File: src/rtl/color_thr_sched.sv
// color_thr_sched: per-pixel class scheduler, first class whose threshold the 3-channel sum strictly exceeds
// Ports: sys_clk/sys_rst_n (sync active-low); cfg_we/cfg_addr/cfg_thr threshold write port;
//        s_valid/s_ready/s_d1..s_d3 sample input; m_valid/m_ready/m_hit/m_idx result; busy = not idle
module color_thr_sched #(
  parameter int WIDTH = 16,
  parameter int NCLS  = 4,
  parameter int IDXW  = 2
) (
  input  logic             sys_clk,
  input  logic             sys_rst_n,
  input  logic             cfg_we,
  input  logic [IDXW-1:0]  cfg_addr,
  input  logic [WIDTH-1:0] cfg_thr,
  input  logic             s_valid,
  output logic             s_ready,
  input  logic [WIDTH-1:0] s_d1,
  input  logic [WIDTH-1:0] s_d2,
  input  logic [WIDTH-1:0] s_d3,
  output logic             m_valid,
  input  logic             m_ready,
  output logic             m_hit,
  output logic [IDXW-1:0]  m_idx,
  output logic             busy
);
  typedef enum logic [1:0] {IDLE, RUN, CHECK, DONE} state_t;
  state_t r_state, w_state_nxt;
  logic [WIDTH-1:0] r_thr [NCLS];
  logic [IDXW-1:0]  r_k, r_idx;
  logic [WIDTH+1:0] r_sum, w_sum;
  logic             r_cmp, r_hit, w_last;
  assign w_sum   = {2'b00, s_d1} + {2'b00, s_d2} + {2'b00, s_d3};
  assign w_last  = r_k == IDXW'(NCLS - 1);
  assign s_ready = r_state == IDLE;
  assign m_valid = r_state == DONE;
  assign busy    = r_state != IDLE;
  assign m_hit   = r_hit;
  assign m_idx   = r_idx;
  always_comb begin
    w_state_nxt = r_state;
    case (r_state)
      IDLE:    w_state_nxt = s_valid ? RUN : IDLE;
      RUN:     w_state_nxt = CHECK;
      CHECK:   w_state_nxt = (r_cmp || w_last) ? DONE : RUN;
      DONE:    w_state_nxt = m_ready ? IDLE : DONE;
      default: w_state_nxt = IDLE;
    endcase
  end
  always_ff @(posedge sys_clk) begin
    if (!sys_rst_n) begin
      r_state <= IDLE;
      r_k     <= '0;
      r_sum   <= '0;
      r_cmp   <= 1'b0;
      r_hit   <= 1'b0;
      r_idx   <= '0;
      for (int i = 0; i < NCLS; i++) r_thr[i] <= '0;
    end else begin
      r_state <= w_state_nxt;
      if (cfg_we && 32'(cfg_addr) < NCLS) r_thr[cfg_addr] <= cfg_thr;
      if (r_state == IDLE && s_valid) begin
        r_sum <= w_sum;
        r_k   <= '0;
      end
      // compare sees the threshold as registered before this edge, so a same-edge write only affects later samples
      if (r_state == RUN) r_cmp <= r_sum > {2'b00, r_thr[r_k]};
      if (r_state == CHECK) begin
        if (r_cmp) begin
          r_hit <= 1'b1;
          r_idx <= r_k;
        end else if (w_last) begin
          r_hit <= 1'b0;
          r_idx <= '0;
        end else begin
          r_k <= r_k + IDXW'(1);
        end
      end
    end
  end
endmodule
File: config.mk
export PLATFORM = sky130hd
export DESIGN_NAME = color_thr_sched
export DESIGN_NICKNAME = d
export VERILOG_FILES = /design/src/rtl/color_thr_sched.sv
export SDC_FILE = /design/constraint.sdc
export NUM_CORES = 1
export LEC_CHECK = 0
export BUFFER_PORTS_ARGS = -buffer_cell sky130_fd_sc_hd__buf_2
export CAP_MARGIN = 25
export CORE_MARGIN = 3
export CORE_UTILIZATION = 50
export CTS_BUF_LIST = sky130_fd_sc_hd__clkbuf_8
export CTS_CLUSTER_SIZE = 30
export DETAILED_ROUTE_END_ITERATION = 10
export PLACE_DENSITY = 0.71
export SETUP_SLACK_MARGIN = 0.05
export SLEW_MARGIN = 20
export SYNTH_ARGS = -nofsm -noshare
export SYNTH_HDL_FRONTEND = slang
export SYNTH_SLANG_ARGS = --single-unit
File: constraint.sdc
create_clock -name sys_clk -period 5 [get_ports sys_clk]
set_input_delay 1.5 -clock sys_clk [delete_from_list [all_inputs] [get_ports sys_clk]]
set_output_delay 1.5 -clock sys_clk [all_outputs]
set_load 0.01 [all_outputs]
======== Word-level counts from Yosys, hierarchy flattened ========
Memories as Yosys holds them, arrays and structs flattened. A register that Yosys moved wholly into a read port is not among the register bits.
Index checks and enable logic that the tools add are counted.
word-level totals
  register bits ........................... 26
  RAM bits ................................ 64
  memories kept ........................... 1
  logic and storage cells ................. 42
  output and inout port bits .............. 6
memory list
  memory  words  bits a word  rd ports  clocked after memory_dff  wr ports  line  RTL
  r_thr   4      16           1         1                         4         27    logic [WIDTH-1:0] r_thr [NCLS];
cells by class
  $lt $le $gt $ge ......................... 1
  mux-type cells .......................... 20
  reduce and logical (&&, ||, !) cells .... 7
  $add $sub $neg .......................... 3
  eq/ne operators ......................... 4
operators by type and width
  operator             number
  $mux 2               10
  $add 17x16->18       1
  $gt 18x16->1         1
  $add 16x16->17       1
  $mux 16              1
  $reduce_or 16->1     1
  $mux 1               8
  $pmux 2 s4           1
  $eq 2x2->1 const B   3
  $reduce_bool 2->1    2
  $add 2x1->2 const B  1
  $eq 2x1->1 const B   1
  $logic_not 2->1      1
  $reduce_and 2->1     1
  $logic_and 1x1->1    1
  $logic_or 1x1->1     1

======== Depth between registers and ports, before layout ========
  depth in word-level cells ............... 7
  gate-level depth with buffers ........... 10
  mapped depth without buffers ............ 10

======== Worst setup path before layout ========
Ideal clock, no wire load.
  path type ............................... in2reg
  from .................................... input port s_d1[1]
  to ...................................... register r_sum[7]
  cell stages on the path ................. 8
  data arrival time ....................... 3.702 ns
  slack ................................... 1.230 ns
  path through ............................ fa_1 ha_1 fa_1 a21o_1 a311oi_2 nor2_2 or3_1 a21oi_2
between the ends
  cells in the longest elaborated chain, start to end .. 2
RTL lines
  element                 line  RTL
  start: declaration      16    input logic [WIDTH-1:0] s_d1,
  $add 16x16->17          31    assign w_sum = {2'b00, s_d1} + {2'b00, s_d2} + {2'b00, s_d3};
  $add 17x16->18          31
  end signal: assignment  61    r_sum <= w_sum;
  end: declaration        29    logic [WIDTH+1:0] r_sum, w_sum;
No other way between the ends.
A chain may end at the register's enable or synchronous reset.

======== Worst setup path after layout ========
Same ends and word-level chain as after synthesis.

==> flow_metrics.py <==
metrics = {
    "status": {
        "status": "completed",
    },
    "critical_path": {
        "endpoint": "r_sum[7]",
        "cp.buffers_inverters": 1,
        "arrival_ns": 3.99,
        "crit_cells": 9,
        "critical_path.max_stage_delay_ns": 0.48,
        "crit_path_top_delay_cell": "fa_1",
        "worstPathRequired_ns": 5.27,
        "crit_start": "s_d1[1]",
        "r2r_start": "r_k[1]",
        "crit_family": "adder cells",
        "worstPathCellList": "buf_2, fa_1, ha_1, fa_1, a21o_1, a311oi_2, nor2_2, or3_1, a21oi_2",
        "rr_worst_depth": 7,
        "worstSetupStartpointType": "input pin",
        "reg2reg_setup_slack_ns": 2.23,
        "path_common_cell": "fa_1",
        "critPathMaxFanout": 5,
        "rr_endpoint": "r_cmp",
        "critPathCaptureType": "flip-flop",
        "crit_type": "in2reg",
    },
    "power": {
        "intPower_mw": 1.34,
        "p_seq_frac": 0.478,
        "p_comb_frac": 0.234,
        "clock_power_share": 0.288,
        "peakVddDrop_mv": 0.180,
        "p_leak_nw": 2.49,
        "switching_share": 0.286,
        "power_density_nw_per_um2": 313,
        "switchingPower_uw": 535,
    },
    "finish": {
        "antenna_cells": 0,
        "drive_gt1_frac": 0.233,
        "nets": 649,
        "syn_to_final_growth_pct": 13.7,
        "postLayoutCellArea_um2": 5990,
    },
    "timing": {
        "finalHoldViolCount": 0,
        "slew_headroom": 0.367,
        "worstMarginPinSlew_ns": 0.945,
        "finalCriticalPeriod_ns": 3.72,
        "period_share": 0.743,
        "rsz0062_at_grt": "no",
        "fin_skew_ns": 0.00465,
        "maxSlewViolCount": 0,
        "finalSetupTns_ns": 0,
        "final-setup-viol-count": 0,
        "fmax_ghz": 0.269,
    },
    "placed_design": {
        "dp_hpwl_mm": 7.57,
        "place_area_um2": 5770,
        "portBuffers": 76,
        "gp_congestion": 0.847,
    },
    "synthesis": {
        "synth_area_per_cell_um2": 11.6,
        "yosysMostFrequentCell": "edfxtp_1",
        "ys_top_cells_by_area": "edfxtp_1 36%, dfxtp_1 9.9%, ha_1 7.6%, mux4_2 6.8%, fa_1 6.5%",
        "ys_types": 56,
        "yosys_warnings": 0,
        "seq_area_frac_synth": 0.464,
        "synthAdderAreaFrac": 0.141,
        "yosysTopAreaCell": "edfxtp_1",
        "synth_ff_type": "edfxtp_1",
        "synthXorXnorAreaFrac": 0.00831,
        "synth_area_um2": 5270,
        "synthMuxAreaShare": 0.0722,
        "synth_top_family_by_area": "simple AND/OR/NAND/NOR gates",
        "synth_compound_area_frac": 0.110,
        "synth-async-reset-ratio": 0,
        "yosys.area.top_type_share": 0.365,
        "synth_common_cells": "64 x edfxtp_1, 50 x and2_1, 35 x nand2_1, 32 x ha_1",
        "synthCells": 456,
        "synth_fp_nets": 576,
        "synth_edf_count": 64,
        "synthSimpleGateAreaFrac": 0.172,
        "ys_ff_latch": 90,
    },
    "detailed_routing": {
        "dr.pass1.iters": 4,
        "wl_met1_mm": 4.81,
        "top_layer": "met4",
        "ant_nets": 0,
        "met3_length_um": 590,
        "wl_met2_mm": 5.10,
        "totalWireLength_mm": 10.7,
        "remaining_drc_errors": 0,
        "viasPerCell": 5.57,
        "wl_per_cell_um": 16.1,
        "vias": 3710,
        "drtIter0Drc": 141,
    },
    "cts": {
        "cts-root-buf": "clkbuf_8",
        "cts_resized": 0,
        "cts_tree": "yes",
        "post_cts_buffers": 0,
        "insertion_delay_ns": 0.34,
        "clk_pin_slew_worst_paths_ns": 0.09,
        "cts.sink_count": 90,
        "postCtsHoldBufs": 0,
        "cts_buffers": 9,
        "h-tree-depth": 3,
        "cts_buffer_depth": 2,
    },
    "global_route": {
        "grt.total_usage": 0.196,
        "grt_overflow_total": 0,
        "grt_start_max_net_pins": 37,
        "antenna_found_initial": 0,
        "first_global_vias": 3827,
        "grt_pass1_wl_mm": 18.0,
    },
    "die": {
        "ios": 77,
        "start_util": 0.527,
        "fp.dieW_um": 109,
        "coreArea_um2": 10000,
        "die_h_um": 109,
        "num_rows": 36,
        "die-area_um2": 11800,
    },
    "flow_run": {
        "max_cap_violations": 0,
    },
    "worst_hold_path": {
        "hold_class": "reg2reg",
    },
}
cell families after synthesis:
family / Yosys count
AOI/OAI and AO/OA: 83
xor gates and xnor gates: 5
adders and majority gates: 49
buffers and inverters: 45
DFF: 90
muxes: 18
and+or+nand+nor: 166
state kept, by name, summed over array words and instances (netlist names):
name     count
m_idx        2
r_sum       18
m_hit        1
r_state      2
r_thr       64
r_cmp        1
r_k          2
worst min path at each step:
stage	slack (ns)	cells past startpoint	startpoint	endpoint
2_1_floorplan	0.44	2	r_sum[4]	r_sum[4]
3_3_place_gp	0.45	2	r_sum[2]	r_sum[2]
3_5_place_dp	0.46	2	r_sum[6]	r_sum[6]
4_1_cts	0.47	2	r_sum[2]	r_sum[2]
5_1_grt	0.49	2	r_sum[2]	r_sum[2]
6_report	0.47	2	r_sum[2]	r_sum[2]
final cells by class:
type / count / area, µm²
Clock inverter: 6 / 90.1
Fill cell: 828 / 4010
Clock buffer: 9 / 124
Tap cell: 133 / 166
Inverter: 27 / 101
Multi-Input combinational cell: 321 / 2650
Sequential cell: 90 / 2440
Timing Repair Buffer: 80 / 410
power groups by stage:
stage / combinational, mW / sequential, mW / clock (mW)
floorplan: 0.318 / 0.897 / 0
detailed placement: 0.434 / 0.912 / 0
CTS: 0.439 / 0.895 / 0.552
global placement: 0.422 / 0.908 / 0
finish: 0.437 / 0.894 / 0.540
global route: 0.498 / 0.903 / 0.580
placed cells by master, fill, tap and decap left out, types with 7 or more instances in the layout:
cell type / instances
a21o_1: 7
a21oi_1: 27
and2_1: 50
and3_1: 19
buf_2: 76
clkbuf_8: 9
dfxtp_1: 25
edfxtp_1: 64
fa_1: 17
ha_1: 32
inv_1: 27
mux4_2: 16
nand2_1: 35
nand3_1: 13
nor2_1: 11
nor3_1: 11
o21ai_0: 8
routing by layer:
layer	global-route usage	vias up
li1	-	1825
met1	0.260	1757
met2	0.328	108
met3	0.0261	20
met4	0.0757	0
met5	0	-
tightest hold or removal path: stages (launching register included):
cell     delay (ns)
dfxtp_1        0.32
nand2_1        0.05
a21oi_1        0.05
stage by stage:
stage / utilization / power [mW] / hold WS (ns) / cells / worst slack, ns
5_1_grt: 0.599 / 1.98 / 0.491 / 666 / 1.16
6_report: 0.599 / 1.87 / 0.470 / 666 / 1.28
2_1_floorplan: - / 1.21 / 0.436 / 456 / 1.23
4_1_cts: 0.599 / 1.89 / 0.474 / 666 / 1.30
3_3_place_gp: 0.577 / 1.33 / 0.452 / 651 / 0.959
3_5_place_dp: 0.577 / 1.35 / 0.458 / 651 / 0.917
Note: power is estimated with default switching activity, not from simulation.
